File: src/rtl/instr_load_sequencer_pkg.sv
// Shared sizing and state encoding for the instruction load sequencer.
// Index width carries one extra bit so a count can equal the buffer depth.
package instr_load_sequencer_pkg;

    localparam int NUM_INSTRUCTIONS  = 8;
    localparam int INSTRUCTION_WIDTH = 32;
    localparam int INSTR_WIDTH       = $clog2(NUM_INSTRUCTIONS) + 1;
    localparam int BUF_IDX_WIDTH     = $clog2(NUM_INSTRUCTIONS);

    localparam logic [INSTR_WIDTH-1:0] FULL_COUNT = INSTR_WIDTH'(NUM_INSTRUCTIONS);

    typedef enum logic [1:0] {
        LD_IDLE  = 2'd0,
        LD_FILL  = 2'd1,
        LD_DRAIN = 2'd2,
        LD_DONE  = 2'd3
    } load_state_e;

endpackage

File: src/rtl/instr_load_sequencer_if.sv
// Host-side program stream plus the core-side load port of the sequencer.
interface instr_load_sequencer_if;
    import instr_load_sequencer_pkg::*;

    logic                         host_valid;
    logic                         host_ready;
    logic [INSTRUCTION_WIDTH-1:0] host_instr;
    logic                         host_last;
    logic [INSTRUCTION_WIDTH-1:0] instruction;
    logic                         load_instruction;
    logic                         loading_complete;
    logic [INSTR_WIDTH-1:0]       loaded_count;
    logic                         err_overflow;

    modport master (
        output host_valid, host_instr, host_last,
        input  host_ready, instruction, load_instruction, loading_complete, loaded_count, err_overflow
    );

    modport slave (
        input  host_valid, host_instr, host_last,
        output host_ready, instruction, load_instruction, loading_complete, loaded_count, err_overflow
    );

endinterface

File: src/rtl/instr_load_sequencer.sv
// Buffers a host program, then replays it to the core one word per load slot.
// All outputs are registered; strobe decisions are made one cycle ahead of their appearance.
module instr_load_sequencer
    import instr_load_sequencer_pkg::*;
#(
    parameter int LOAD_GAP = 0
) (
    input  logic                   clk,
    input  logic                   reset,
    instr_load_sequencer_if.slave  bus
);

    localparam int GAP_WIDTH = (LOAD_GAP > 0) ? $clog2(LOAD_GAP + 1) : 1;
    localparam logic [GAP_WIDTH-1:0] GAP_RELOAD = GAP_WIDTH'(LOAD_GAP);

    load_state_e                  state_r;
    load_state_e                  state_next_s;
    logic [INSTRUCTION_WIDTH-1:0] buf_r [NUM_INSTRUCTIONS];
    logic [INSTR_WIDTH-1:0]       wr_ptr_r;
    logic [INSTR_WIDTH-1:0]       rd_ptr_r;
    logic [GAP_WIDTH-1:0]         gap_r;
    logic                         ready_r;
    logic                         load_r;
    logic [INSTRUCTION_WIDTH-1:0] instr_r;
    logic                         complete_r;
    logic                         err_r;

    logic                         xfer_s;
    logic                         overflow_s;
    logic                         fill_exit_s;
    logic                         issue_s;
    logic [INSTR_WIDTH-1:0]       wr_ptr_next_s;
    logic [GAP_WIDTH-1:0]         gap_next_s;
    logic [INSTRUCTION_WIDTH-1:0] rd_data_s;
    logic                         ready_next_s;
    logic                         load_next_s;
    logic [INSTRUCTION_WIDTH-1:0] instr_next_s;
    logic                         complete_next_s;

    assign xfer_s      = (state_r == LD_FILL) && ready_r && bus.host_valid;
    assign overflow_s  = (state_r == LD_FILL) && (wr_ptr_r == FULL_COUNT) && bus.host_valid;
    assign fill_exit_s = (xfer_s && bus.host_last) || overflow_s;
    // The first slot is taken on the way out of FILL so it lands in the first DRAIN cycle.
    assign issue_s     = ((state_r == LD_FILL) && fill_exit_s) ||
                         ((state_r == LD_DRAIN) && (gap_r == {GAP_WIDTH{1'b0}}) && (rd_ptr_r != wr_ptr_r));

    // State register
    always_ff @(posedge clk) begin
        if (reset) begin
            state_r <= LD_IDLE;
        end else begin
            state_r <= state_next_s;
        end
    end

    // Next-state decode
    always_comb begin
        state_next_s = state_r;
        case (state_r)
            LD_IDLE:  state_next_s = LD_FILL;
            LD_FILL:  state_next_s = fill_exit_s ? LD_DRAIN : LD_FILL;
            LD_DRAIN: state_next_s = (rd_ptr_r == wr_ptr_r) ? LD_DONE : LD_DRAIN;
            LD_DONE:  state_next_s = LD_DONE;
            default:  state_next_s = LD_IDLE;
        endcase
    end

    // Next values of pointers, gap counter and registered outputs
    always_comb begin
        wr_ptr_next_s = wr_ptr_r;
        if (xfer_s) begin
            wr_ptr_next_s = wr_ptr_r + INSTR_WIDTH'(1);
        end else begin
            wr_ptr_next_s = wr_ptr_r;
        end

        // A one-word program leaves FILL in the same cycle its word is written.
        if (xfer_s && (wr_ptr_r == rd_ptr_r)) begin
            rd_data_s = bus.host_instr;
        end else begin
            rd_data_s = buf_r[rd_ptr_r[BUF_IDX_WIDTH-1:0]];
        end

        gap_next_s = gap_r;
        if (issue_s) begin
            gap_next_s = GAP_RELOAD;
        end else if ((state_r == LD_DRAIN) && (gap_r != {GAP_WIDTH{1'b0}})) begin
            gap_next_s = gap_r - GAP_WIDTH'(1);
        end else begin
            gap_next_s = gap_r;
        end

        ready_next_s    = (state_next_s == LD_FILL) && (wr_ptr_next_s != FULL_COUNT);
        load_next_s     = issue_s;
        instr_next_s    = issue_s ? rd_data_s : {INSTRUCTION_WIDTH{1'b0}};
        complete_next_s = (state_next_s == LD_DONE);
    end

    // Buffer, pointers, sticky error and output registers
    always_ff @(posedge clk) begin
        if (reset) begin
            for (int i = 0; i < NUM_INSTRUCTIONS; i++) begin
                buf_r[i] <= {INSTRUCTION_WIDTH{1'b0}};
            end
            wr_ptr_r   <= {INSTR_WIDTH{1'b0}};
            rd_ptr_r   <= {INSTR_WIDTH{1'b0}};
            gap_r      <= {GAP_WIDTH{1'b0}};
            ready_r    <= 1'b0;
            load_r     <= 1'b0;
            instr_r    <= {INSTRUCTION_WIDTH{1'b0}};
            complete_r <= 1'b0;
            err_r      <= 1'b0;
        end else begin
            if (xfer_s) begin
                buf_r[wr_ptr_r[BUF_IDX_WIDTH-1:0]] <= bus.host_instr;
            end
            if (issue_s) begin
                rd_ptr_r <= rd_ptr_r + INSTR_WIDTH'(1);
            end
            wr_ptr_r   <= wr_ptr_next_s;
            gap_r      <= gap_next_s;
            ready_r    <= ready_next_s;
            load_r     <= load_next_s;
            instr_r    <= instr_next_s;
            complete_r <= complete_next_s;
            err_r      <= err_r | overflow_s;
        end
    end

    assign bus.host_ready       = ready_r;
    assign bus.instruction      = instr_r;
    assign bus.load_instruction = load_r;
    assign bus.loading_complete = complete_r;
    assign bus.loaded_count     = wr_ptr_r;
    assign bus.err_overflow     = err_r;

endmodule

File: src/flat_wrapper.sv
// flat-port wrapper written by rule: the top's interface ports become plain ports
module instr_load_sequencer_flat import instr_load_sequencer_pkg::*;
#(
    parameter int LOAD_GAP = 0
)
  (clk, reset, bus_host_valid, bus_host_instr, bus_host_last, bus_host_ready, bus_instruction, bus_load_instruction, bus_loading_complete, bus_loaded_count, bus_err_overflow);
  instr_load_sequencer_if bus_i ();
  input  logic clk;
  input  logic reset;
  input wire logic [$bits(bus_i.host_valid)-1:0] bus_host_valid;
  input wire logic [$bits(bus_i.host_instr)-1:0] bus_host_instr;
  input wire logic [$bits(bus_i.host_last)-1:0] bus_host_last;
  output wire logic [$bits(bus_i.host_ready)-1:0] bus_host_ready;
  output wire logic [$bits(bus_i.instruction)-1:0] bus_instruction;
  output wire logic [$bits(bus_i.load_instruction)-1:0] bus_load_instruction;
  output wire logic [$bits(bus_i.loading_complete)-1:0] bus_loading_complete;
  output wire logic [$bits(bus_i.loaded_count)-1:0] bus_loaded_count;
  output wire logic [$bits(bus_i.err_overflow)-1:0] bus_err_overflow;
  assign bus_i.host_valid = bus_host_valid;
  assign bus_i.host_instr = bus_host_instr;
  assign bus_i.host_last = bus_host_last;
  assign bus_host_ready = bus_i.host_ready;
  assign bus_instruction = bus_i.instruction;
  assign bus_load_instruction = bus_i.load_instruction;
  assign bus_loading_complete = bus_i.loading_complete;
  assign bus_loaded_count = bus_i.loaded_count;
  assign bus_err_overflow = bus_i.err_overflow;
  instr_load_sequencer #(.LOAD_GAP(LOAD_GAP)) u_core (.clk(clk), .reset(reset), .bus(bus_i));
endmodule
File: config.mk
export PLATFORM = sky130hd
export DESIGN_NAME = instr_load_sequencer_flat
export DESIGN_NICKNAME = d
export VERILOG_FILES = /design/src/rtl/instr_load_sequencer_pkg.sv /design/src/rtl/instr_load_sequencer_if.sv /design/src/rtl/instr_load_sequencer.sv /design/src/flat_wrapper.sv
export SDC_FILE = /design/constraint.sdc
export NUM_CORES = 1
export LEC_CHECK = 0
export CAP_MARGIN = 20
export CORE_MARGIN = 1.5
export CORE_UTILIZATION = 45
export CTS_CLUSTER_SIZE = 30
export DETAILED_ROUTE_END_ITERATION = 10
export SLEW_MARGIN = 30
export SYNTH_ARGS = -nofsm -noshare
export SYNTH_HDL_FRONTEND = slang
export SYNTH_SLANG_ARGS = --single-unit
File: constraint.sdc
create_clock -name clk -period 4.66 [get_ports clk]
set_input_delay 0.932 -clock clk [delete_from_list [all_inputs] [get_ports clk]]
set_output_delay 0.932 -clock clk [all_outputs]
set_load 0.02 [all_outputs]
==> metrics list, run 1 <==
- Slew at the pin closest to its max-slew limit: ~960 ps
* Clk Tree Root Cell: sky130_fd_sc_hd__clkbuf_16
* FP Rows: 62
- Relative to the synthesized area, the layout overhead comes to 16.5%.
- Share of total power consumed by net switching: 0.207
* Initial Util: 0.461
- In this run the critical register-to-register path is launched from u_core.bus.loaded_count[1].
- After global routing the overflow that remains totals 0.
* MaxCap Viol Count: 0
- DIE HEIGHT: between 150 and 200 µm
- For this run, the top clock speed supported by timing is 343 MHz.
* Clock transition at the registers of the reported paths: approximately 60 ps
- Sort of element at the end of the critical path: register
* Number of buffers inserted by port buffering: 75
- The final max-slew violation count was 0.
- Highest net fanout along the worst path: 17
- TritonCTS built the clock tree.
- In this run, post-CTS hold repair placed 0 buffers.
- The number of gates resized after CTS was 0.
- Period utilization: 0.625
* Number of buffers inserted during clock tree synthesis: 34
* Final weighted congestion in routability-driven placement: 0.717
- Maximum resistive drop on vdd: roughly 240 µV
- 1st-iter DRT viols: 550
- In this run the tightest slew margin relative to its limit is 0.362.
* Total Routed Length: 28.0 mm
- Capture point of the worst path: u_core.buf_r[0][21]
* Net load switching power: about 1.2 mW
* Placed Cells: approximately 1300
- The synthesized design contains around 300 register bits.
- Highest cell delay on the worst timing path: approximately 490 ps
* Proportion of synthesized chip area in sequential cells: 0.653
- Final setup violation count: 0
- The later pin in the worst-skew pair is clocked with a latency of 510 ps.
- The analysis attributes to cell leakage a power of about 5.8 nW.
* Count of distinct cell types in the synthesized netlist: 41
- The share of total power dissipated in the clock network is 0.434.
- Path category of the worst min-delay check: reg -> reg
- Arr. time, crit path: roughly 3100 ps
- Syn_area_per_cell: ~15 µm²
- Of the cells placed in the final design, the portion with a size suffix greater than 1 is 0.160.
* Global Route Usage Sum: 0.189
- Most used cells in the layout excluding fill and tap cells: sky130_fd_sc_hd__and2_1, sky130_fd_sc_hd__edfxtp_1, sky130_fd_sc_hd__clkdlybuf4s50_1
* Number of iterations in the first detailed-routing pass: 4
- Filler-free cell count of the finished design: between 1000 and 1500
- Walking the worst path, the cells encountered are clkdlybuf4s50_1, nand3_1, or3_1, nor3_4, or2_2, buf_4.
- Area of the mapped netlist: approximately 13000 µm²
- The final count of hold timing violations was 0.
* Synthesized Nets: approximately 900
- Measured along the x axis, the die boundary spans approximately 170 µm.
- Worst path setup slack after routing: about 1700 ps
- Synth async-reset ratio: 0
* Unrepaired setup endpoints after global routing: false
- HPWL reported at the end of detailed placement: between 15 and 20 mm
* Depth of the worst register-to-register path: 5
- Total clock sinks: between 300 and 400
- The endpoint identified for the worst register-to-register timing path is u_core.bus.instruction[8].
- Number of nets still failing antenna checks after routing: 0
* Max Root-Sink Buffers: 3
* Number of flops mapped to enable cells by yosys: around 260
- Via count of the first global-routing pass: 7292
- Dividing the detail-routed wire length by the instance count gives between 20 and 25 µm.
- The critical path in this run is classified as in -> reg.
- Data on the critical path is required at its endpoint by between 4000 and 5000 ps.
* Ports placed on the boundary: 76
* WHS Path Cells: 2
- Counting buffers and inverters, the worst setup path is 6 cells deep.
* Filler Cells Inserted: 2366
* Logic gate share of total power: 0.044
* Post-placement setup slack: 1190 ps
* Wire length of the first global-routing pass: 43.2 mm
- Buffers inserted by post-CTS timing repair: 0
* Flip-flop cell with the highest count after synthesis: sky130_fd_sc_hd__edfxtp_1
- Final critical delay including setup and external delays: between 2000 and 3000 ps
* Detail-routed via count per cell: 5.27
- The internal power of the cells totals around 4.7 mW.
- Number of cells produced by synthesis: 860
- In this run the power density over the cells is 379 nW/µm².
- The Yosys step of the flow raised 0 warnings.
- Slowest stage cell, crit path: sky130_fd_sc_hd__clkdlybuf4s50_1
- Antenna violations before repair: 0
- The floorplan step defined a die boundary enclosing roughly 30000 µm².
- The run finished with clean final reports.
- Number of nets in the layout: ~1000
* DR vias: ~7100
- Number of levels the H-tree was split into: 2
- In this run the worst setup path begins at bus_host_valid.
* Setup tns final: 0 ps
- Core box area: about 29000 µm²
- Maximum number of pins on one net before global-route repair: 36
* Sequential fraction of design power: 0.522
* Count of antenna diodes in the layout: 0
* Largest clock skew in the final design: between 10 and 15 ps
* WP buf/inv: 2
- R2R Setup Slk: 1960 ps
* Finished Core Util: 0.537
- On the critical path the largest part of the delay comes from simple AND/OR/NAND/NOR gates.
- Critical Path Start Type: input pin
- In the routed design, unresolved DRC markers number 0.
Yosys cell counts (2+ instances only):
cell,n,area share
sky130_fd_sc_hd__mux4_2,64,0.11
sky130_fd_sc_hd__or2_2,9,0.0042
sky130_fd_sc_hd__o211a_1,32,0.024
sky130_fd_sc_hd__xor2_1,5,0.0033
sky130_fd_sc_hd__clkbuf_1,32,0.0090
sky130_fd_sc_hd__ha_1,3,0.0028
sky130_fd_sc_hd__clkbuf_2,6,0.0023
sky130_fd_sc_hd__a21oi_1,4,0.0015
sky130_fd_sc_hd__buf_1,5,0.0014
sky130_fd_sc_hd__xnor2_1,2,0.0013
sky130_fd_sc_hd__nand2b_1,2,0.00094
sky130_fd_sc_hd__edfxtp_1,256,0.58
sky130_fd_sc_hd__a22o_1,2,0.0013
sky130_fd_sc_hd__dfxtp_1,50,0.075
sky130_fd_sc_hd__buf_6,5,0.0042
sky130_fd_sc_hd__inv_1,2,0.00056
sky130_fd_sc_hd__mux2i_1,33,0.025
sky130_fd_sc_hd__nor3_2,2,0.0015
sky130_fd_sc_hd__nor2_1,20,0.0056
sky130_fd_sc_hd__buf_2,9,0.0034
sky130_fd_sc_hd__or3_1,2,0.00094
sky130_fd_sc_hd__and2_1,256,0.12
sky130_fd_sc_hd__nand2_1,40,0.011
sky130_fd_sc_hd__and4b_1,2,0.0015
power groups by stage:
stage          registers, mW  logic, mW  clock network (mW)
3_5_place_dp            3.13      0.261                   0
6_report                3.07      0.256                2.55
3_3_place_gp            3.13      0.258                   0
2_1_floorplan           3.12      0.135                   0
4_1_cts                 3.07      0.262                2.61
5_1_grt                 3.08      0.281                2.70
state kept, by name, summed over array words and instances (netlist names), named ones only:
signal,count
u_core.bus.loaded_count,4
u_core.bus.instruction,32
u_core.buf_r,256
u_core.rd_ptr_r,4
u_core.gap_r,1
u_core.bus.err_overflow,1
u_core.bus.load_instruction,1
u_core.state_r,2
u_core.bus.loading_complete,1
u_core.bus.host_ready,1
per-stage QoR:
stage          power, mW  hold WS (ps)  instance area, µm²
2_1_floorplan       3.26           405               13300
3_3_place_gp        3.38           414               14400
3_5_place_dp        3.39           418               14400
4_1_cts             5.94           425               15500
5_1_grt             6.06           461               15500
6_report            5.88           422               15500
routing by layer:
layer	global-route usage	routed length, µm
met1	0.265	12900
met2	0.310	13500
met3	0.0274	1050
met4	0.0495	518
met5	0	0
final cells by class:
type / instances / area, µm² / area share
Multi-Input combinational cell: 495 / 4360 / 0.281
Timing Repair Buffer: 95 / 901 / 0.0581
Sequential cell: 306 / 8690 / 0.561
Inverter: 2 / 7.51 / 0.000484
Clock inverter: 7 / 58.8 / 0.00379
Clock buffer: 52 / 992 / 0.0640
Tap cell: 384 / 480 / 0.0310
worst min-delay path, cell delays in order, from the launching register on:
cell,delay (ps)
sky130_fd_sc_hd__dfxtp_1,300
sky130_fd_sc_hd__nand2_1,50
sky130_fd_sc_hd__nor2_1,30
worst min path at each step:
stage | to | startpoint
after global placement | u_core.gap_r | u_core.gap_r
after global routing | u_core.gap_r | u_core.gap_r
after floorplan | u_core.gap_r | u_core.gap_r
after detailed placement | u_core.gap_r | u_core.gap_r
final | u_core.gap_r | u_core.gap_r
after CTS | u_core.gap_r | u_core.gap_r
cells by family after synthesis:
| group | Yosys count | share of synthesized area |
|---|---|---|
| AOI/OAI and AO/OA | 43 | 0.0306 |
| xor gates and xnor gates | 7 | 0.00461 |
| adders and majority gates | 3 | 0.00282 |
| buffers and inverters | 59 | 0.0209 |
| DFF | 306 | 0.653 |
| muxes | 98 | 0.134 |
| and+or+nand+nor | 344 | 0.154 |
Power figures use the tool's default switching activity.
==> inputs of run 2 (changes only) <==
==> constraint.sdc (replaced) <==
create_clock -name clk -period 2.8 [get_ports clk]
set_input_delay 0.56 -clock clk [delete_from_list [all_inputs] [get_ports clk]]
set_output_delay 0.56 -clock clk [all_outputs]
set_load 0.02 [all_outputs]
==> metrics list, run 2 (synthesis gave the netlist of run 1 again) <==
* Outcome: completed
- Overall die area: approximately 31000 µm²
- For this run, the slowest stage of the critical path takes between 600 and 700 ps.
* Remaining global-route overflow: 0
* Wire length of the first global-routing pass: 44.7 mm
- Setup tns final: 0 ps
* Layout-stage area growth over the synthesis result: 19.2%
* WP buf/inv: 1
- In the final layout, the share of cells above drive strength 1 is 0.182.
- Number of buffers added to fix hold violations after cts: 0
- Arr. time, crit path: approximately 1700 ps
- Critical Path Start Type: register
- Clock transition at the registers of the reported paths: approximately 60 ps
- Counting instances, the worst hold path has a depth of 2.
- Period utilization: 0.808
- The analysis attributes to cell leakage a power of 6.00 nW.
* Worst slew slack as a fraction of its limit: 0.565
* Placed Cells: roughly 1300
* Tightest hold margin: about 420 ps
- Area used by multi-input combinational logic: between 4000 and 5000 µm²
- At the pin with the least slew margin, the transition time is approximately 650 ps.
- After routing the design area is 15900 µm².
- Final critical delay including setup and external delays: between 2000 and 2500 ps
* Most used cells in the layout excluding fill and tap cells: sky130_fd_sc_hd__and2_1, sky130_fd_sc_hd__edfxtp_1, sky130_fd_sc_hd__clkdlybuf4s50_1
- Series of cell instances along the critical path: clkdlybuf4s50_1
- Post-CTS repair changed the size of 0 cells.
* Largest clock skew in the final design: roughly 11 ps
* Detail-routed via count per cell: ~5.2
* Power per cell area: just over 600 nW/µm²
- The number of global-route vias before repair was ~7600.
* Max reg flops: 256
- Final count of hold timing violations: 0
- Total Routed Length: between 20 and 30 mm
* Final-report max-slew violation count: 0
* Number of nets in the layout: 995
* Highest Clock Rate: around 440 MHz
* Routed wire per std cell: between 20 and 25 µm
- Finished Core Util: 0.549
- Unrepaired setup endpoints after global routing: false
- Worst reg2reg path startpoint: u_core.bus.loaded_count[0]
- Filler-free cell count of the finished design: between 1000 and 1500
* Number of levels the H-tree was split into: 2
- Maximum resistive drop on vdd: around 370 µV
- In this run the most critical hold path is launched from u_core.gap_r.
* Depth of the worst register-to-register path: 8
- CTS placed an instance of sky130_fd_sc_hd__clkbuf_16 at the clock tree root.
- Clock tree synthesis inserted a total of 34 buffers.
- Detailed routing inserted a total of 7142 vias.
- TritonCTS clock tree: yes
* HPWL reported at the end of detailed placement: around 17 mm
- On the critical path the largest part of the delay comes from buffers and inverters.
- Final setup violation count: 0
* Sort of element at the end of the critical path: primary output
* Number of iterations in the first detailed-routing pass: 4
- The path class of the tightest hold or removal check is reg -> reg.
- The slowest stage of the critical path belongs to the cell sky130_fd_sc_hd__clkdlybuf4s50_1.
- In this run the number of cells on the critical path is 1.
- The tool flagged a number of max-cap violations equal to 0.
- Total clock sinks: just over 300
- Die extent in x: roughly 170 µm
- DIE HEIGHT: 175 µm
* Buffers inserted by post-CTS timing repair: 0
- Initial Util: 0.461
- The count of nets left with antenna violations once routing finished came out at 0.
- FP Rows: a little over 60
- Maximum number of pins on one net before global-route repair: 38
* Worst EP required: roughly 2200 ps
- 1st-iter DRT viols: 392
- Placement-stage cell area: 14800 µm²
* Largest reg by FF count: u_core.buf_r
* Ports placed on the boundary: 76
* Core box area: between 20000 and 30000 µm²
- In the final layout, flip-flops and latches occupy 8690 µm².
- Global Route Usage Sum: 0.195
- The most critical setup path has its startpoint at u_core.bus.loaded_count[1].
- Count of antenna diodes in the layout: 0
- Along the worst path, the maximum fanout reaches 8.
- The congestion estimate from routability-driven global placement came to approximately 0.75.
- Worst setup path class: reg -> out
* Number of buffers inserted by port buffering: between 70 and 80
- Antenna violations before repair: 0
- The clock passes through at most 3 buffers.
- Filler Cells Inserted: roughly 2300
- Count of unresolved DRC violations after routing: 0
- The clock reaches the later pin of the worst-skew pair after ~500 ps.
-- run 2: final timing paths --
path	slack, ps	end
setup / recovery	540	bus_loaded_count[1]
hold / removal	420	u_core.gap_r
setup reg to reg	660	u_core.bus.instruction[3]
hold reg to reg	420	u_core.gap_r
-- run 2: power breakdown --
part           internal (mW)  leakage [nW]  switching (mW)
clock network           2.46         0.511            1.73
logic                  0.208          2.44           0.265
registers               5.06          3.05          0.0485
-- run 2: final cells by class --
class / instances / share of cell area
Tap cell: 384 / 0.0303
Sequential cell: 306 / 0.548
Inverter: 2 / 0.000474
Clock buffer: 41 / 0.0567
Timing Repair Buffer: 117 / 0.0807
Multi-Input combinational cell: 495 / 0.275
Clock inverter: 18 / 0.00845
-- run 2: tightest hold or removal path, delay by kind of cell (launching register included) --
kind             cells  cell delay, ps
DFF                  1             300
and+or+nand+nor      2              80
-- run 2: metal layers --
metal	GRT usage	wire [µm]	share of wire	vias up
met3	0.0302	1010	0.035	33
met5	0	0	0	-
met1	0.265	13000	0.46	3637
li1	-	-	-	3343
met2	0.327	14100	0.49	129
met4	0.0513	467	0.016	0
-- run 2: per-stage QoR --
stage	worst slack (ps)	total power, mW
after CTS	515	9.88
after floorplan	586	5.42
final	538	9.78
after global routing	481	10.1
after detailed placement	247	5.69
after global placement	263	5.68
